### src/rtl/traffic_phase_scheduler.sv
// ---------------------------------------------------------------------------
// traffic_phase_scheduler
//
// Four-way intersection phase scheduler. One approach at a time gets green.
// The next approach is chosen by round-robin over the vehicle-presence
// requests, or by emergency preemption. Every handover goes green -> yellow
// -> all-red. All interval timing counts 'tick' strobes, not clk cycles.
//
// Ports:
//   clk          system clock, rising edge
//   rst_n        asynchronous reset, active-high (historic name kept)
//   tick         one-cycle timebase strobe; timers move only when tick=1
//   req[3:0]     level presence requests, bit0=N bit1=E bit2=S bit3=W
//   emerg_valid  emergency preemption request (level)
//   emerg_dir    emergency approach, 0=N 1=E 2=S 3=W
//   north/east/south/west  lights, 001=red 010=yellow 100=green
//   active_dir   approach owning the phase (green or yellow)
//   phase        FSM state, 0=ALLRED 1=GREEN 2=YELLOW (also the debug view)
//   emerg_ack    emergency approach holds green while emerg_valid is high
//
// There are no valid/ready handshakes in this block. req and emerg_valid are
// levels and are sampled on every clk edge.
// ---------------------------------------------------------------------------
module traffic_phase_scheduler #(
    parameter int GREEN_MIN = 4,
    parameter int GREEN_MAX = 8,
    parameter int YELLOW_T  = 2,
    parameter int ALLRED_T  = 1,
    parameter int CW        = 6
) (
    input  logic       clk,
    input  logic       rst_n,
    input  logic       tick,
    input  logic [3:0] req,
    input  logic       emerg_valid,
    input  logic [1:0] emerg_dir,
    output logic [2:0] north,
    output logic [2:0] east,
    output logic [2:0] south,
    output logic [2:0] west,
    output logic [1:0] active_dir,
    output logic [1:0] phase,
    output logic       emerg_ack
);

    typedef enum logic [1:0] {
        PH_ALLRED = 2'd0,
        PH_GREEN  = 2'd1,
        PH_YELLOW = 2'd2
    } phase_t;

    localparam logic [CW-1:0] T_GMIN   = CW'(GREEN_MIN);
    localparam logic [CW-1:0] T_GMAX   = CW'(GREEN_MAX);
    localparam logic [CW-1:0] T_YELLOW = CW'(YELLOW_T);
    localparam logic [CW-1:0] T_ALLRED = CW'(ALLRED_T);
    localparam logic [CW-1:0] T_ONE    = CW'(1);

    phase_t        state_q, state_d;
    logic [CW-1:0] timer_q, timer_d;
    logic [CW-1:0] elapsed_q, elapsed_d;
    logic [1:0]    active_q, active_d;
    logic [1:0]    last_q, last_d;
    logic          ack_q, ack_d;

    logic [1:0]    cand;
    logic          cand_valid;
    logic [1:0]    scan_idx;
    logic [CW-1:0] e_inc;
    logic          other_pending;
    logic [2:0]    lamp;

    // Candidate: an emergency overrides round-robin. Otherwise scan from the
    // approach after the last one served; k=4 wraps back to last_served so it
    // is considered last.
    always_comb begin
        cand       = 2'd0;
        cand_valid = 1'b0;
        scan_idx   = 2'd0;
        if (emerg_valid) begin
            cand       = emerg_dir;
            cand_valid = 1'b1;
        end else begin
            for (int k = 1; k <= 4; k++) begin
                scan_idx = 2'(int'(last_q) + k);
                if (!cand_valid && req[scan_idx]) begin
                    cand       = scan_idx;
                    cand_valid = 1'b1;
                end
            end
        end
    end

    // Elapsed green after this tick, saturating so it never wraps.
    assign e_inc         = (elapsed_q >= T_GMAX) ? T_GMAX : elapsed_q + T_ONE;
    assign other_pending = |(req & ~(4'b0001 << active_q));

    always_comb begin
        state_d   = state_q;
        timer_d   = timer_q;
        elapsed_d = elapsed_q;
        active_d  = active_q;
        last_d    = last_q;
        case (state_q)
            PH_ALLRED: begin
                // Grant on the tick that completes the clearance, or at any
                // edge once clearance has fully expired.
                if (cand_valid && ((timer_q == '0) || (tick && timer_q == T_ONE))) begin
                    state_d   = PH_GREEN;
                    active_d  = cand;
                    last_d    = cand;
                    elapsed_d = '0;
                end else if (tick && timer_q != '0) begin
                    timer_d = timer_q - T_ONE;
                end
            end
            PH_GREEN: begin
                if (emerg_valid && emerg_dir != active_q) begin
                    // Preemption for another approach ignores tick and GREEN_MIN.
                    state_d = PH_YELLOW;
                    timer_d = T_YELLOW;
                end else if (tick) begin
                    elapsed_d = e_inc;
                    // An emergency for the active approach holds green.
                    if (!emerg_valid && e_inc >= T_GMIN && other_pending &&
                        (e_inc >= T_GMAX || !req[active_q])) begin
                        state_d = PH_YELLOW;
                        timer_d = T_YELLOW;
                    end
                end
            end
            PH_YELLOW: begin
                if (tick) begin
                    if (timer_q <= T_ONE) begin
                        state_d = PH_ALLRED;
                        timer_d = T_ALLRED;
                    end else begin
                        timer_d = timer_q - T_ONE;
                    end
                end
            end
            default: begin
                state_d = PH_ALLRED;
                timer_d = T_ALLRED;
            end
        endcase
        // The ack is registered so that no output has a combinational path
        // from an input. It tracks the state being entered at this edge.
        ack_d = (state_d == PH_GREEN) && emerg_valid && (emerg_dir == active_d);
    end

    always_ff @(posedge clk or posedge rst_n) begin
        if (rst_n) begin
            state_q   <= PH_ALLRED;
            timer_q   <= T_ALLRED;
            elapsed_q <= '0;
            active_q  <= 2'd0;
            last_q    <= 2'd3;
            ack_q     <= 1'b0;
        end else begin
            state_q   <= state_d;
            timer_q   <= timer_d;
            elapsed_q <= elapsed_d;
            active_q  <= active_d;
            last_q    <= last_d;
            ack_q     <= ack_d;
        end
    end

    // The lights are decoded from state only. Reset forces every light red
    // at once, because the reset clears state_q asynchronously.
    assign lamp = (state_q == PH_GREEN)  ? 3'b100 :
                  (state_q == PH_YELLOW) ? 3'b010 : 3'b001;

    assign north      = (active_q == 2'd0) ? lamp : 3'b001;
    assign east       = (active_q == 2'd1) ? lamp : 3'b001;
    assign south      = (active_q == 2'd2) ? lamp : 3'b001;
    assign west       = (active_q == 2'd3) ? lamp : 3'b001;
    assign active_dir = active_q;
    assign phase      = state_q;
    assign emerg_ack  = ack_q;

endmodule

### config.mk
export PLATFORM = sky130hd
export DESIGN_NAME = traffic_phase_scheduler
export DESIGN_NICKNAME = d
export VERILOG_FILES = /design/src/rtl/traffic_phase_scheduler.sv
export SDC_FILE = /design/constraint.sdc
export NUM_CORES = 1
export LEC_CHECK = 0
export CAP_MARGIN = 15
export CORE_UTILIZATION = 42
export CTS_BUF_LIST = sky130_fd_sc_hd__clkbuf_4 sky130_fd_sc_hd__clkbuf_8
export DETAILED_ROUTE_END_ITERATION = 7
export GPL_TIMING_DRIVEN = 0
export PLACE_DENSITY = 0.74
export SLEW_MARGIN = 20
export SYNTH_ARGS = -nofsm -noshare
export SYNTH_HDL_FRONTEND = slang
export SYNTH_SLANG_ARGS = --single-unit
export TNS_END_PERCENT = 100
### constraint.sdc
create_clock -name clk -period 4.8 [get_ports clk]
set_input_delay 0.96 -clock clk [delete_from_list [all_inputs] [get_ports clk]]
set_output_delay 0.96 -clock clk [all_outputs]
set_load 0.05 [all_outputs]
==> impl_metrics.json <==
{
  "port-buffer-count": 25,
  "clock-sinks": 19,
  "arrival_ns": 2.67,
  "clk_pin_slew_ns": 0.12,
  "worstRegToRegCells": 7,
  "cts_tree": "yes",
  "seq_area_frac_synth": 0.3171,
  "place.gp.congestion": 0.7703,
  "fin_crit_sh": 0.7571,
  "start_kind": "flop",
  "finalNetCount": 227,
  "async_flop_share": 1.000,
  "min_path_type": "reg -> reg",
  "fin_crit_ns": 3.634,
  "syn_area_um2": 1511,
  "design.core.area_um2": 3390,
  "synth_warnings": 0,
  "postPlaceCellArea_um2": 1819,
  "drtAntennaViolNets": 0,
  "grt_first_pass_wirelength_mm": 5.582,
  "path_class": "reg -> out",
  "path_buf_inv": 4,
  "dieWidth_um": 61.99,
  "grt_antenna_before_repair": 0,
  "cts_max_level": 1,
  "wl_per_cell_um": 13.31,
  "dp_cells": 249,
  "cts.hold.buffers_added": 0,
  "path_delay_family": "buffers and inverters",
  "area.growth.synth_to_final_pct": 22.19,
  "r2r_setup_slack_ns": 2.41,
  "r2r_start": "last_q[1]$_DFFE_PP1P_",
  "crit_path_max_incr_delay_ns": 0.84,
  "reg2reg_to": "timer_q[5]$_DFFE_PP0P_",
  "avgSynthCellArea_um2": 8.491,
  "diodes": 0,
  "critPathSlowestCell": "clkdlybuf4s50_1",
  "fin_util": 0.5449,
  "synth_most_common_cell": "nand2_1",
  "whs_endpoint": "elapsed_q[3]$_DFFE_PP0P_",
  "die-area_um2": 3843,
  "rows": 21,
  "cts-root-buf": "clkbuf_4",
  "finClkSkew_ns": 0.009466,
  "ys.flop_type": "dfrtp_1",
  "slew_headroom": 0.5273,
  "netlist_instances": 178,
  "vdd_drop_max_v": 0.0003752,
  "ys_types": 50,
  "grt_usage": 0.1955,
  "cp.required_ns": 3.84,
  "rsz0062_at_grt": "false",
  "drv_cap": 0,
  "num_io_pins": 27,
  "p_leak_nw": 0.7884,
  "setup-violations-final": 0,
  "grt_start_max_net_pins": 20,
  "drive_gt1_frac": 0.1159,
  "vias": 1371,
  "finalHoldViolCount": 0,
  "dieHeight_um": 61.99,
  "clock_path_buffers": 2,
  "cts_made_buffers": 3,
  "finalPower_w": 0.001250,
  "initial_utilization": 0.4459,
  "synth_edf_count": 0,
  "finalNonFillerCells": 253,
  "fmax_mhz": 275.2,
  "drtIter0Drc": 42,
  "firstDrtPassIters": 4,
  "drcViolationCount": 0,
  "path_max_fanout": 10,
  "wl_mm": 3.368,
  "synth_area_leaders": "dfrtp_1 26%, ha_1 7.5%, dfstp_2 5.2%, nand2_1 4.5%, nor2_1 4.2%",
  "outcome": "complete, no violations",
  "min_from": "elapsed_q[3]$_DFFE_PP0P_",
  "worstSetupEndpointType": "output port",
  "dp_hpwl_mm": 2.550,
  "synth_top_cell_by_area": "dfrtp_1",
  "fin_setup_tns_ns": 0,
  "ys_ff_latch": 19,
  "worstMarginPinSlew_ns": 0.7083,
  "power.density_nw_per_um2": 676.8,
  "final_area_um2": 1847,
  "hold_path_depth": 2,
  "cts_setup_buffers": 0,
  "path_common_cell": "inv_1",
  "grt_pass1_vias": 1237,
  "post_cts_resized": 0,
  "synth_commonest_cells": "18 x nand2_1, 17 x nor2_1, 16 x dfrtp_1, 14 x inv_1, 10 x o21ai_1",
  "synth_nets": 197,
  "grt-ovfl-total": 0,
  "drv_slew": 0,
  "synth.top_cell.area_share": 0.2649,
  "clk-insertion-delay-late_ns": 0.32,
  "viasPerCell": 5.419,
  "cp_cell_sequence": "inv_1 -> ha_1 -> clkbuf_1 -> inv_1 -> nor3_1 -> clkdlybuf4s50_1"
}
[sequential cells by signal, indices dropped and copies added (netlist names)]
| register | count |
|---|---|
| timer_q | 6 |
| emerg_ack | 1 |
| elapsed_q | 6 |
| active_dir | 2 |
| last_q | 2 |
| phase | 2 |
[layer usage]
layer / wire (um) / global-route usage / vias up
met1: 1692 / 0.2850 / 654
li1: - / - / 686
met2: 1532 / 0.2964 / 27
met4: 31 / 0.05397 / 0
met5: 0 / 0 / -
met3: 112 / 0.03313 / 4
[placed cells by master (no fill, tap or decap), drive strengths merged, types with 2 or more instances in the layout]
master	count
or3	2
a21o	2
o21a	4
mux4	2
clkdlybuf4s50	25
nor3	7
buf	5
and2	7
or4	2
dfrtp	16
nand3	5
nor2	18
and3	2
inv	14
o31ai	2
nor2b	3
xor2	2
mux2i	2
dfstp	3
nand2b	5
clkbuf	4
ha	9
o22ai	4
nand2	19
a21oi	8
o21ai	16
[through the flow]
step                hold WS, ns  worst slack (ns)
global placement         0.4724             1.498
CTS                      0.5077             1.155
detailed placement       0.4771             1.471
floorplan                0.4545             1.465
global route             0.5285            0.9411
finish                   0.5017             1.166
[tightest hold or removal path, stage by stage (launching register included)]
cell	delay (ns)
dfrtp_1	0.36
nand2_1	0.05
o21ai_1	0.06
[worst max path at each step]
stage / start / end / slack, ns / cells after the start
finish: phase[1]$_DFF_PP0_ / east[2] / 1.17 / 6
global route: phase[1]$_DFF_PP0_ / east[2] / 0.94 / 6
CTS: phase[1]$_DFF_PP0_ / east[2] / 1.15 / 6
detailed placement: req[1] / timer_q[5]$_DFFE_PP0P_ / 1.47 / 7
global placement: req[1] / timer_q[5]$_DFFE_PP0P_ / 1.50 / 7
floorplan: phase[1]$_DFF_PP0_ / east[2] / 1.46 / 5
[logic make-up after synthesis]
group | synth area share
simple gates | 0.2425
compound gates | 0.2384
buf+inv | 0.05960
flops | 0.3171
fa+ha+maj | 0.07450
mux | 0.05049
xor+xnor | 0.01739
[area by class of cell]
cell class | instances | area [um2]
Buffer | 6 | 37.54
Clock buffer | 3 | 22.52
Clock inverter | 1 | 5.005
Fill cell | 322 | 1543
Inverter | 14 | 52.55
Multi-Input combinational cell | 139 | 942.2
Sequential cell | 19 | 479.2
Tap cell | 46 | 57.56
Timing Repair Buffer | 25 | 250.2
[report_power, final]
group	leakage (nW)	internal, W	switching, W
Sequential	0.241	0.000234	0.0000650
Combinational	0.529	0.000333	0.000531
Clock	0.0177	0.0000312	0.0000566
Total	0.788	0.000597	0.000653
Note: power is estimated with default switching activity, not from simulation.
